`config.mk`:
```
export PLATFORM = sky130hd
export DESIGN_NAME = sobel_ctrl
export DESIGN_NICKNAME = d
export VERILOG_FILES = /design/src/rtl/sobel_pkg.sv /design/src/rtl/sobel_ctrl_sync_delay.sv /design/src/rtl/sobel_ctrl.sv
export SDC_FILE = /design/constraint.sdc
export NUM_CORES = 1
export LEC_CHECK = 0
export CAP_MARGIN = 20
export CORE_MARGIN = 2
export CORE_UTILIZATION = 50
export DETAILED_ROUTE_END_ITERATION = 6
export GPL_TIMING_DRIVEN = 0
export MAX_ROUTING_LAYER = met4
export PLACE_DENSITY_LB_ADDON = 0.25
export SYNTH_ARGS = -nofsm -noshare
export SYNTH_HDL_FRONTEND = slang
export SYNTH_SLANG_ARGS = --single-unit
```
`constraint.sdc`:
```
create_clock -name clk -period 3.82 [get_ports clk]
set_input_delay 0.573 -clock clk [delete_from_list [all_inputs] [get_ports clk]]
set_output_delay 0.573 -clock clk [all_outputs]
set_load 0.005 [all_outputs]
```
`src/rtl/sobel_pkg.sv`:
```
// rtl/sobel_pkg.sv - shared FSM state type and window/pipeline constants for sobel_ctrl
package sobel_pkg;

  typedef enum logic [1:0] {
    IDLE   = 2'd0,
    VBLANK = 2'd1,
    LINE   = 2'd2,
    HBLANK = 2'd3
  } sobel_st_t;

  localparam int WIN_SIZE     = 3;
  localparam int DEF_PIPE_LAT = 4;

endpackage

```
`src/rtl/sobel_ctrl_sync_delay.sv`:
```
// rtl/sobel_ctrl_sync_delay.sv - DEPTH-stage delay line for the {dv, hs, vs} timing triple
module sync_delay #(
  parameter int DEPTH = 4
) (
  input  logic       clk,
  input  logic       rst,
  input  logic [2:0] din,
  output logic [2:0] dout
);

  logic [2:0] stage [DEPTH];

  always_ff @(posedge clk or posedge rst) begin
    if (rst) begin
      for (int i = 0; i < DEPTH; i++) stage[i] <= '0;
    end else begin
      stage[0] <= din;
      for (int i = 1; i < DEPTH; i++) stage[i] <= stage[i-1];
    end
  end

  assign dout = stage[DEPTH-1];

endmodule

```
`src/rtl/sobel_ctrl.sv`:
```
// rtl/sobel_ctrl.sv - Sobel front-end timing controller: frame/line FSM, coordinates, window flags.
// Border flag is built only when SOBEL_CTRL_BORDER_EN is defined; otherwise border_o is 0.
module sobel_ctrl
  import sobel_pkg::*;
#(
  parameter int MAX_W    = 2048,
  parameter int MAX_H    = 2048,
  parameter int PIPE_LAT = DEF_PIPE_LAT
) (
  input  logic                   clk,
  input  logic                   rst,
  input  logic                   dv_i,
  input  logic                   hs_i,
  input  logic                   vs_i,
  output logic                   line_end_o,
  output logic [$clog2(MAX_W):0] col_o,
  output logic [$clog2(MAX_H):0] row_o,
  output logic                   win_valid_o,
  output logic                   border_o,
  output logic                   frame_start_o,
  output logic [$clog2(MAX_W):0] width_o,
  output logic                   dv_o,
  output logic                   hs_o,
  output logic                   vs_o,
  output logic                   len_err_o
);

  localparam int CW = $clog2(MAX_W) + 1;
  localparam int RW = $clog2(MAX_H) + 1;
  localparam logic [CW-1:0] COL_MAX = CW'(MAX_W - 1);
  localparam logic [RW-1:0] ROW_MAX = RW'(MAX_H - 1);

  sobel_st_t     state, state_nxt;
  logic          vs_q, vs_rise;
  logic          pix, pix_q;
  logic          start_frame, start_line, end_line, to_vblank;
  logic [CW-1:0] col, width, line_cnt;
  logic [RW-1:0] row;
  logic          len_err;
  logic [2:0]    sync_q;

  assign vs_rise  = vs_i & ~vs_q;
  assign line_cnt = col + CW'(1);

  always_ff @(posedge clk or posedge rst) begin
    if (rst) begin
      state <= IDLE;
      vs_q  <= 1'b0;
    end else begin
      state <= state_nxt;
      vs_q  <= vs_i;
    end
  end

  // vs rising in VBLANK is ignored so a frame can start on the same cycle as a late vs edge
  always_comb begin
    state_nxt   = state;
    pix         = 1'b0;
    start_frame = 1'b0;
    start_line  = 1'b0;
    end_line    = 1'b0;
    to_vblank   = 1'b0;
    case (state)
      IDLE:   if (vs_rise) state_nxt = VBLANK;
      VBLANK: if (dv_i) begin
        state_nxt   = LINE;
        pix         = 1'b1;
        start_frame = 1'b1;
      end
      LINE: begin
        if (vs_rise) begin
          state_nxt = VBLANK;
          to_vblank = 1'b1;
        end else if (dv_i) begin
          pix = 1'b1;
        end else begin
          state_nxt = HBLANK;
          end_line  = 1'b1;
        end
      end
      HBLANK: begin
        if (vs_rise) begin
          state_nxt = VBLANK;
          to_vblank = 1'b1;
        end else if (dv_i) begin
          state_nxt  = LINE;
          pix        = 1'b1;
          start_line = 1'b1;
        end
      end
      default: state_nxt = IDLE;
    endcase
  end

  always_ff @(posedge clk or posedge rst) begin
    if (rst) begin
      col           <= '0;
      row           <= '0;
      width         <= '0;
      len_err       <= 1'b0;
      pix_q         <= 1'b0;
      line_end_o    <= 1'b0;
      frame_start_o <= 1'b0;
    end else begin
      pix_q         <= pix;
      line_end_o    <= end_line;
      frame_start_o <= start_frame;
      if (to_vblank) begin
        col <= '0;
        row <= '0;
      end else if (start_frame) begin
        col     <= '0;
        row     <= '0;
        len_err <= 1'b0;
      end else if (start_line) begin
        col <= '0;
        if (row == ROW_MAX) len_err <= 1'b1;
        else                row     <= row + RW'(1);
      end else if (pix) begin
        if (col == COL_MAX) len_err <= 1'b1;
        else                col     <= col + CW'(1);
      end
      // the first line of each frame defines the reference width for the rest
      if (end_line) begin
        if (row == '0)                width   <= line_cnt;
        else if (line_cnt != width)   len_err <= 1'b1;
      end
    end
  end

  assign col_o       = col;
  assign row_o       = row;
  assign width_o     = width;
  assign len_err_o   = len_err;
  assign win_valid_o = pix_q && (col >= CW'(WIN_SIZE - 1)) && (row >= RW'(WIN_SIZE - 1));

`ifdef SOBEL_CTRL_BORDER_EN
  assign border_o = pix_q && ((col == '0) || (row == '0) ||
                              ((row != '0) && (col == width - CW'(1))));
`else
  assign border_o = 1'b0;
`endif

  sync_delay #(
    .DEPTH(PIPE_LAT)
  ) u_sync_delay (
    .clk (clk),
    .rst (rst),
    .din ({dv_i, hs_i, vs_i}),
    .dout(sync_q)
  );

  assign dv_o = sync_q[2];
  assign hs_o = sync_q[1];
  assign vs_o = sync_q[0];

endmodule

```
==> reports/qor.csv <==
stage,metric,value,unit
finish,share of layout cells above drive strength 1,0.0694,
finish,"commonest non-fill, non-tap cells in the layout","dfrtp_1 (54), clkdlybuf4s50_1 (47), nor2_1 (36), nand2_1 (23), o21ai_0 (21)",
finish,Layout area overhead,23.9,%
grt,GRT overflow,0,
min_path,hold-critical path depth,0,
yosys,Post-Synth Adder-Cell Area,0.0221,
drt,vias,2504,
grt,initial antenna violation count,0,
sta,Final Worst Setup Slack,1.05,ns
clocking,setup bufs post-CTS,0,
yosys,syn_area_per_cell,9.29,um^2
clocking,CTS tree,yes,
yosys,synth top area cells,"dfrtp_1 (48%), xnor2_1 (5.0%), nor2_1 (4.8%)",
finish,FILL cells,473,
yosys,Synth Area in XOR/XNOR,0.0731,
clocking,clk sinks,54,
finish,final instance area,0.00350,mm^2
finish,final std cells w/o fill,432,
yosys,cell taking the most area after synthesis,dfrtp_1,
finish,most common library cell in the layout ignoring fill and taps,dfrtp_1,
sta,Setup Skew,0.0125,ns
die,width of the die,79.2,um
drt,post-route ant nets,0,
power_and_ir_drop,Max IR drop VDD,0.333,mV
clocking,hold buffer count at CTS,0,
yosys,Syn Nets,314,
critical_path,arrival time at the worst endpoint,2.20,ns
drt,drt drc,0,
sta,slew margin rel.,0.547,
place,placer congestion estimate,0.910,
place,Inst Count DP,424,
power_and_ir_drop,Power Total,1.83,mW
place,dpl cell area,0.00341,mm^2
die,row count,27,
clocking,CTS Buffer Depth,2,
sta,Fmax,360,MHz
sta,Final Max Slew Viols,0,
die,Starting Density,0.516,
yosys,sequential area share after synthesis,0.478,
clocking,H-Tree Depth,2,
sta,fin crit share,0.726,
yosys,Synth top area share,0.478,
yosys,Mapped Cells,304,
yosys,simple-gate share of the synthesized area,0.206,
critical_path,reg-to-reg setup timing slack,1.29,ns
run_status,outcome,finished clean,
drt,Vias/cell,5.80,
place,hpwl dp,4780,um
die,die height,79.2,um
finish,Util after Layout,0.640,
die,core area,0.00547,mm^2
sta,hold_ws,0.362,ns
yosys,Synth async-reset ratio,1.00,
clocking,worst skew pair latency,0.32,ns
critical_path,Startpoint Class,flip-flop,
clocking,CTS root buf,clkbuf_8,
die,Ports,49,
critical_path,required time of the critical path,3.25,ns
run,max-cap violation count,0,
sta,RSZ-0062 raised after global routing,no,
sta,Worst Tran Pin Value,0.675,ns
sta,"Hold Vio Cnt, Final",0,
grt,Total GRT Usage,0.239,
yosys,Synth Warn #,0,
yosys,Netlist cell types,45,
drt,DRT Pass-1 Iters,4,
yosys,Seq cells post-synth,54,
yosys,Main synth FF type,dfrtp_1,
place,pre-CTS WS,1.16,ns
grt,first-pass GRT wire length,11400,um
critical_path,Critical Path End Type,primary output,
sta,Setup TNS,0,ns
sta,minimum clock period,2.77,ns
power_and_ir_drop,P_leak,1.40,nW
grt,pin count of the biggest net entering global routing,40,
drt,routed wire length,6790,um
yosys,Syn Std Cell Area,0.00283,mm^2
critical_path,crit path kind,flip-flop to primary output,
yosys,Synth Area in Compound Gates,0.173,
finish,Final #Nets,369,
yosys,Post-synth EDFFs,0,
clocking,post_cts resized,0,
critical_path,reg2reg path depth,7,
finish,diode count,0,
grt,vias in the first global route,2232,
yosys,post-synthesis mux area share,0,
die,Die ar.,0.00627,mm^2
yosys,main combinational cell family by area after synthesis,simple AND/OR/NAND/NOR gates,
clocking,Inserted Clock Buffers,5,
clocking,clock slew at reported path FFs,0.11,ns
place,Port Buffers,47,
sta,Setup Viol. Count Final,0,
drt,1st-iter DRT viols,219,
drt,routed len/inst,15.7,um
critical_path,worst-path fanout max,7,
power_and_ir_drop,Pwr per Cell Area,523,mW/mm^2
min_path,Hold WC Path Type,flip-flop to flip-flop,
[kinds of logic (layout without fill, tap and decap cells)]
logic type,Yosys count,after routing
and+or+nand+nor,115,115
AOI/OAI and AO/OA,76,76
DFF,54,54
buffers and inverters,31,87
xor gates and xnor gates,22,22
adders and majority gates,5,5
other,1,1
[flip-flops by register name (all words and copies together), names as in the netlist]
| register | cells |
|---|---|
| pix_q | 1 |
| state | 2 |
| u_sync_delay.dout | 3 |
| row_o | 12 |
| len_err_o | 1 |
| width_o | 12 |
| line_end_o | 1 |
| frame_start_o | 1 |
| col_o | 12 |
| u_sync_delay.stage | 9 |
[power by group]
part           switching (mW)  total, mW  internal [mW]
registers               0.128      0.807          0.679
clock network           0.212      0.347          0.136
logic                   0.337      0.677          0.339
[final cells by class]
cell class | count | area, um^2 | share of cell area
Timing Repair Buffer | 48 | 490 | 0.140
Buffer | 20 | 90.1 | 0.0257
Inverter | 11 | 41.3 | 0.0118
Sequential cell | 54 | 1350 | 0.386
Clock inverter | 3 | 26.3 | 0.00751
Clock buffer | 5 | 68.8 | 0.0197
Multi-Input combinational cell | 219 | 1340 | 0.383
Tap cell | 72 | 90.1 | 0.0257
[per-layer routing]
layer | global-route usage | part of all wire | vias up
met4 | 0.0707 | 0.016 | 0
met5 | - | 0 | -
met3 | 0.0386 | 0.074 | 12
li1 | - | - | 1194
met2 | 0.342 | 0.45 | 103
met1 | 0.352 | 0.46 | 1195
[cell usage after synthesis, drive strengths merged (2+ instances only)]
master / count
nand3: 15
nor3: 9
xor2: 5
o211ai: 6
nor4: 9
nor2: 36
nand2b: 5
nand4: 6
xnor2: 16
a21oi: 17
a32oi: 2
o32a: 2
buf: 11
o21ai: 26
o31ai: 11
dfrtp: 54
o2111ai: 2
and4: 2
and3: 2
inv: 11
nand2: 23
ha: 5
clkbuf: 9
or3: 2
and2: 2
o41ai: 3
[critical path: stages, from the launching register on]
cell,delay [ns]
dfrtp_1,0.46
nor4_1,0.50
nand3_1,0.14
o311a_1,0.33
clkdlybuf4s50_1,0.45
[worst paths after layout]
check / endpoint / start
worst max-delay path: win_valid_o / row_o[2]$_DFFE_PP0P_
worst min-delay path: u_sync_delay.stage[4]$_DFF_PP0_ / u_sync_delay.stage[7]$_DFF_PP0_
worst max register to register: col_o[2]$_DFFE_PP0P_ / col_o[0]$_DFFE_PP0P_
worst min register to register: u_sync_delay.stage[4]$_DFF_PP0_ / u_sync_delay.stage[7]$_DFF_PP0_
max in group asynchronous: col_o[8]$_DFFE_PP0P_ / rst
min in group asynchronous: col_o[5]$_DFFE_PP0P_ / rst
No activity file was read; power rests on OpenSTA's default activity.
==> edit 1, RTL diff (config.mk and constraints unchanged) <==
Set the parameter `MAX_W` to 512 (it was 2048).
--- a/src/rtl/sobel_ctrl.sv
+++ b/src/rtl/sobel_ctrl.sv
@@ -3,7 +3,7 @@
 module sobel_ctrl
   import sobel_pkg::*;
 #(
-  parameter int MAX_W    = 2048,
+  parameter int MAX_W    = 512,
   parameter int MAX_H    = 2048,
   parameter int PIPE_LAT = DEF_PIPE_LAT
 ) (
Ports: changed (resized col_o and width_o); port bits go from 49 to 45. The function was not compared with the original's and may differ.
==> edit 1 against the original RTL <==
Clock power down 3%; wire length fell by 17%; design area decreased by 6.3%; first-iteration DRC count shrank 29%; synthesized area down 6.4%; setup slack improved by 180 ps; clock skew is 3.4 ps lower; sequential power down 4.0%; die area down 6.1%; non-clock buffer count fell by 8; sequential cell count is 4 lower; total power fell by 7.4%; maximum frequency up 7.0%; critical path type unchanged.
==> edit 1: results (changes against the original RTL) <==
- Status: finished clean (unchanged)
- Largest cells by area after synthesis: dfrtp_1 (47%), xnor2_1 (4.3%), nor2_1 (3.8%) (was dfrtp_1 (48%), xnor2_1 (5.0%), nor2_1 (4.8%))
- Leak: 1.39 nW (was 1.40 nW)
- Skew final: 9.10 ps (was 12.5 ps)
- Tightest Pin Transition: 666 ps (was 675 ps)
- Hpwl dp: 4070 um (was 4780 um)
- Maximum vdd ir drop: 315 uV (was 333 uV)
- Number of diodes: 0 (unchanged)
- Port bufs: 43 (was 47)
- Total track usage: 21.4% (was 23.9%)
- Tmin final: 2590 ps (was 2770 ps)
- Post-DR wirelength/cell: 14.6 um (was 15.7 um)
- Gp weighted congestion: 0.852 (was 0.910)
- WP data arrival: 2020 ps (was 2200 ps)
- Max reg flops: 12
- Dpl ws: 1160 ps (about the same)
- Cell variety after synth: 48 (was 45)
- Initial DRC count: 155 (was 219)
- Share of layout cells above drive strength 1: 11.4% (was 6.94%)
- Post-CTS Resized: 0 (unchanged)
- Vias in the first global route: 2037 (was 2232)
- Net Count, Synth: 275 (was 314)
- Sequential share of the synthesized area: 47.3% (was 47.8%)
- First-pass GRT wire length: 9740 um (was 11400 um)
- Net count, final: 326 (was 369)
- Post-synth top cells: dfrtp_1 (50), nor2_1 (27), nand2_1 (25) (was dfrtp_1 (54), nor2_1 (36), nand2_1 (23))
- HP Class: reg2reg (unchanged)
- Vias: 2084 (was 2504)
- Pin count of the biggest net entering global routing: 37 (was 40)
edit 1: path summary, 6_finish.rpt:
| path | start | endpoint | slack, ps | cells past startpoint |
|---|---|---|---|---|
| max in group asynchronous | rst | width_o[9]$_DFFE_PP0P_ | 2810 | 3 |
| min in group asynchronous | rst | u_sync_delay.dout[2]$_DFF_PP0_ | 520 | 2 |
| max reg2reg | col_o[0]$_DFFE_PP0P_ | len_err_o$_DFF_PP0_ | 1510 | 9 |
| min | u_sync_delay.stage[8]$_DFF_PP0_ | u_sync_delay.stage[5]$_DFF_PP0_ | 360 | 0 |
| min reg2reg | u_sync_delay.stage[8]$_DFF_PP0_ | u_sync_delay.stage[5]$_DFF_PP0_ | 360 | 0 |
| max | row_o[2]$_DFFE_PP0P_ | win_valid_o | 1230 | 4 |
edit 1: critical path, cell delays in order, from the launching register on:
cell and delay [ps]:
dfrtp_1 480, nor4_2 360, nand3_1 110, o311a_1 300
clkdlybuf4s50_1 460
edit 1: cells by family (layout without fill, tap and decap cells):
group	count (synthesis)	count (layout)	synth area share, %
XOR/XNOR	24	24	7.95
multiplexers	3	3	1.23
AO/OA/AOI/OAI	50	50	13.0
other	1	1	0.142
AND/OR/NAND/NOR	105	105	22.3
adder cells (fa/ha/maj)	5	5	2.37
flip-flops	50	50	47.3
buffers and inverters	27	79	5.77
edit 1: area by class of cell:
| type | instances | area [um^2] |
|---|---|---|
| Fill cell | 440 | 1830 |
| Sequential cell | 50 | 1250 |
| Multi-Input combinational cell | 188 | 1240 |
| Timing Repair Buffer | 44 | 450 |
| Buffer | 16 | 111 |
| Tap cell | 70 | 87.6 |
| Clock buffer | 6 | 82.6 |
| Inverter | 11 | 41.3 |
| Clock inverter | 2 | 16.3 |
edit 1: layer usage:
layer,vias to the layer above,share of wire (%),global-route usage [%]
met5,-,0,-
met4,0,1.4,6.55
met3,8,5.2,4.71
met2,59,49,34.8
met1,996,44,26.8
li1,1021,-,-
edit 1: power by group through the flow:
stage          logic, W  registers, W  clock network [W]
5_1_grt        0.000647      0.000795           0.000365
4_1_cts        0.000592      0.000772           0.000340
3_3_place_gp   0.000571      0.000775                  0
6_report       0.000585      0.000775           0.000335
3_5_place_dp   0.000589      0.000781                  0
2_1_floorplan  0.000323      0.000762                  0
edit 1: through the flow:
| step | total power (W) | hold slack, ps | instance area (um^2) | instances |
|---|---|---|---|---|
| 6_report | 0.00169 | 358 | 3280 | 387 |
| 5_1_grt | 0.00181 | 361 | 3280 | 387 |
| 4_1_cts | 0.00170 | 353 | 3280 | 387 |
| 3_3_place_gp | 0.00135 | 332 | 3160 | 378 |
| 2_1_floorplan | 0.00108 | 331 | 2650 | 265 |
| 3_5_place_dp | 0.00137 | 336 | 3180 | 379 |
==> edit 2, RTL diff (same settings) <==
Made on the original files. Put a register stage on the outputs `win_valid_o`, `dv_o`, `hs_o` and `vs_o`, without a reset. The values now appear one clock later. The other outputs are not delayed to match.
--- a/src/rtl/sobel_ctrl.sv
+++ b/src/rtl/sobel_ctrl.sv
@@ -132,7 +132,6 @@
   assign row_o       = row;
   assign width_o     = width;
   assign len_err_o   = len_err;
-  assign win_valid_o = pix_q && (col >= CW'(WIN_SIZE - 1)) && (row >= RW'(WIN_SIZE - 1));
 
 `ifdef SOBEL_CTRL_BORDER_EN
   assign border_o = pix_q && ((col == '0) || (row == '0) ||
@@ -150,9 +149,12 @@
     .dout(sync_q)
   );
 
-  assign dv_o = sync_q[2];
-  assign hs_o = sync_q[1];
-  assign vs_o = sync_q[0];
+  always_ff @(posedge clk) begin
+    win_valid_o <= pix_q && (col >= CW'(WIN_SIZE - 1)) && (row >= RW'(WIN_SIZE - 1));
+    dv_o        <= sync_q[2];
+    hs_o        <= sync_q[1];
+    vs_o        <= sync_q[0];
+  end
 
 endmodule
 
Behaviour: not the same (Yosys sat finds a counterexample within 10 cycles, from zero or initial values and one cycle with rst high).
==> edit 2 against the original RTL <==
Hold slack worse by 18 ps; largest cell class unchanged; setup slack improved by 210 ps; global-route usage increased by 0.70 points; synthesized area is 2.8% higher; design area up 6.8%; sequential power is 5.3% higher; sequential cell count grew 4; total power rose by 22%; critical path type is now reg2reg; wire length rose by 0.66%.
==> edit 2: results (changes against the original RTL) <==
- Largest cells by area after synthesis: dfrtp_1 (47%), xnor2_1 (4.8%), nor2_1 (4.7%) (was dfrtp_1 (48%), xnor2_1 (5.0%), nor2_1 (4.8%))
- Sequential share of the synthesized area: 49.3% (was 47.8%)
- Maximum vdd ir drop: 511 uV (was 333 uV)
- WP data arrival: 2800 ps (was 2200 ps)
- Tot Pwr: 0.00224 W (was 0.00183 W)
- Syn_area_per_cell: 9.43 um^2 (was 9.29 um^2)
- Share of layout cells above drive strength 1: 8.87% (was 6.94%)
- Leak: 1.51 nW (was 1.40 nW)
- Hpwl dp: 4710 um (was 4780 um)
- Via/cell ratio: 5.69 (was 5.80)
- Reg-to-reg critical path endpoint: col_o[4]$_DFFE_PP0P_ (was col_o[2]$_DFFE_PP0P_)
- Gp weighted congestion: 0.932 (was 0.910)
- # fillers: 455 (was 473)
- Post-DR wirelength/cell: 15.4 um (was 15.7 um)
- Cell depth of the worst flop-to-flop path: 8 (was 7)
- Net count, final: 377 (was 369)
- Clock buffer count from CTS: 9 (was 5)
- Hold Startpoint: u_sync_delay.dout[0]$_DFF_PP0_ (was u_sync_delay.stage[7]$_DFF_PP0_)
- Post-Place Cells: 428 (was 424)
- Finished Layout Cells: 444 (was 432)
- Cell variety after synth: 46 (was 45)
- Clk Latency, worst-skew pair: 350 ps (was 320 ps)
- FF-to-FF setup slack: 1260 ps (was 1290 ps)
- Total track usage: 24.6% (was 23.9%)
- Max Fanout on Critical Path: 10 (was 7)
- Tightest Pin Transition: 671 ps (was 675 ps)
- Status: finished clean (unchanged)
- Vias in the first global route: 2400 (was 2232)
- Ys async rst share: 93.1% (was 100%)
- Initial DRC count: 262 (was 219)
==> edit 2: cell types whose count changed in the layout (fill, tap and decap cells not counted), sizes merged <==
cell,before,now
clkinvlp,0,2
dfxtp,0,4
bufinv,0,3
inv,13,11
clkbuf,14,19
==> edit 2: cell type report <==
cell class,instances,share of cell area [%]
timing repair buffer,48,13.1
tap,72,2.41
clock inverter,6,3.05
sequential,58,38.3
inverter,11,1.10
multi-input combinational,219,35.9
buffer,20,2.41
clock buffer,10,3.68
==> edit 2: kinds of logic after synthesis <==
logic type               share of synthesized area (%)
other                                            0.129
XOR/XNOR                                          7.11
buffers and inverters                             4.52
AO/OA/AOI/OAI                                     16.8
adder cells (fa/ha/maj)                           2.15
flip-flops                                        49.3
AND/OR/NAND/NOR                                   20.0
==> edit 2: worst max path at each step <==
stage	startpoint	endpoint	slack, ps	cells after the start
global route	col_o[0]$_DFFE_PP0P_	col_o[2]$_DFFE_PP0P_	1050	7
CTS	col_o[0]$_DFFE_PP0P_	col_o[4]$_DFFE_PP0P_	1290	8
finish	col_o[0]$_DFFE_PP0P_	col_o[4]$_DFFE_PP0P_	1260	8
floorplan	col_o[0]$_DFFE_PP0P_	len_err_o$_DFF_PP0_	1900	7
global placement	rst	width_o[4]$_DFFE_PP0P_	980	2
detailed placement	vs_i	col_o[4]$_DFFE_PP0P_	1190	8
==> edit 2: power by group <==
part	internal (W)	switching, W	total [W]
registers	0.000725	0.000125	0.000850
clock network	0.000452	0.000266	0.000718
logic	0.000339	0.000331	0.000670
==> edit 2: per-layer routing <==
layer	vias to the layer above	track usage, %	share of wire [%]
met5	-	-	0
li1	1219	-	-
met1	1209	34.2	46
met3	13	5.84	6.2
met2	85	35.3	46
met4	0	9.15	2.0
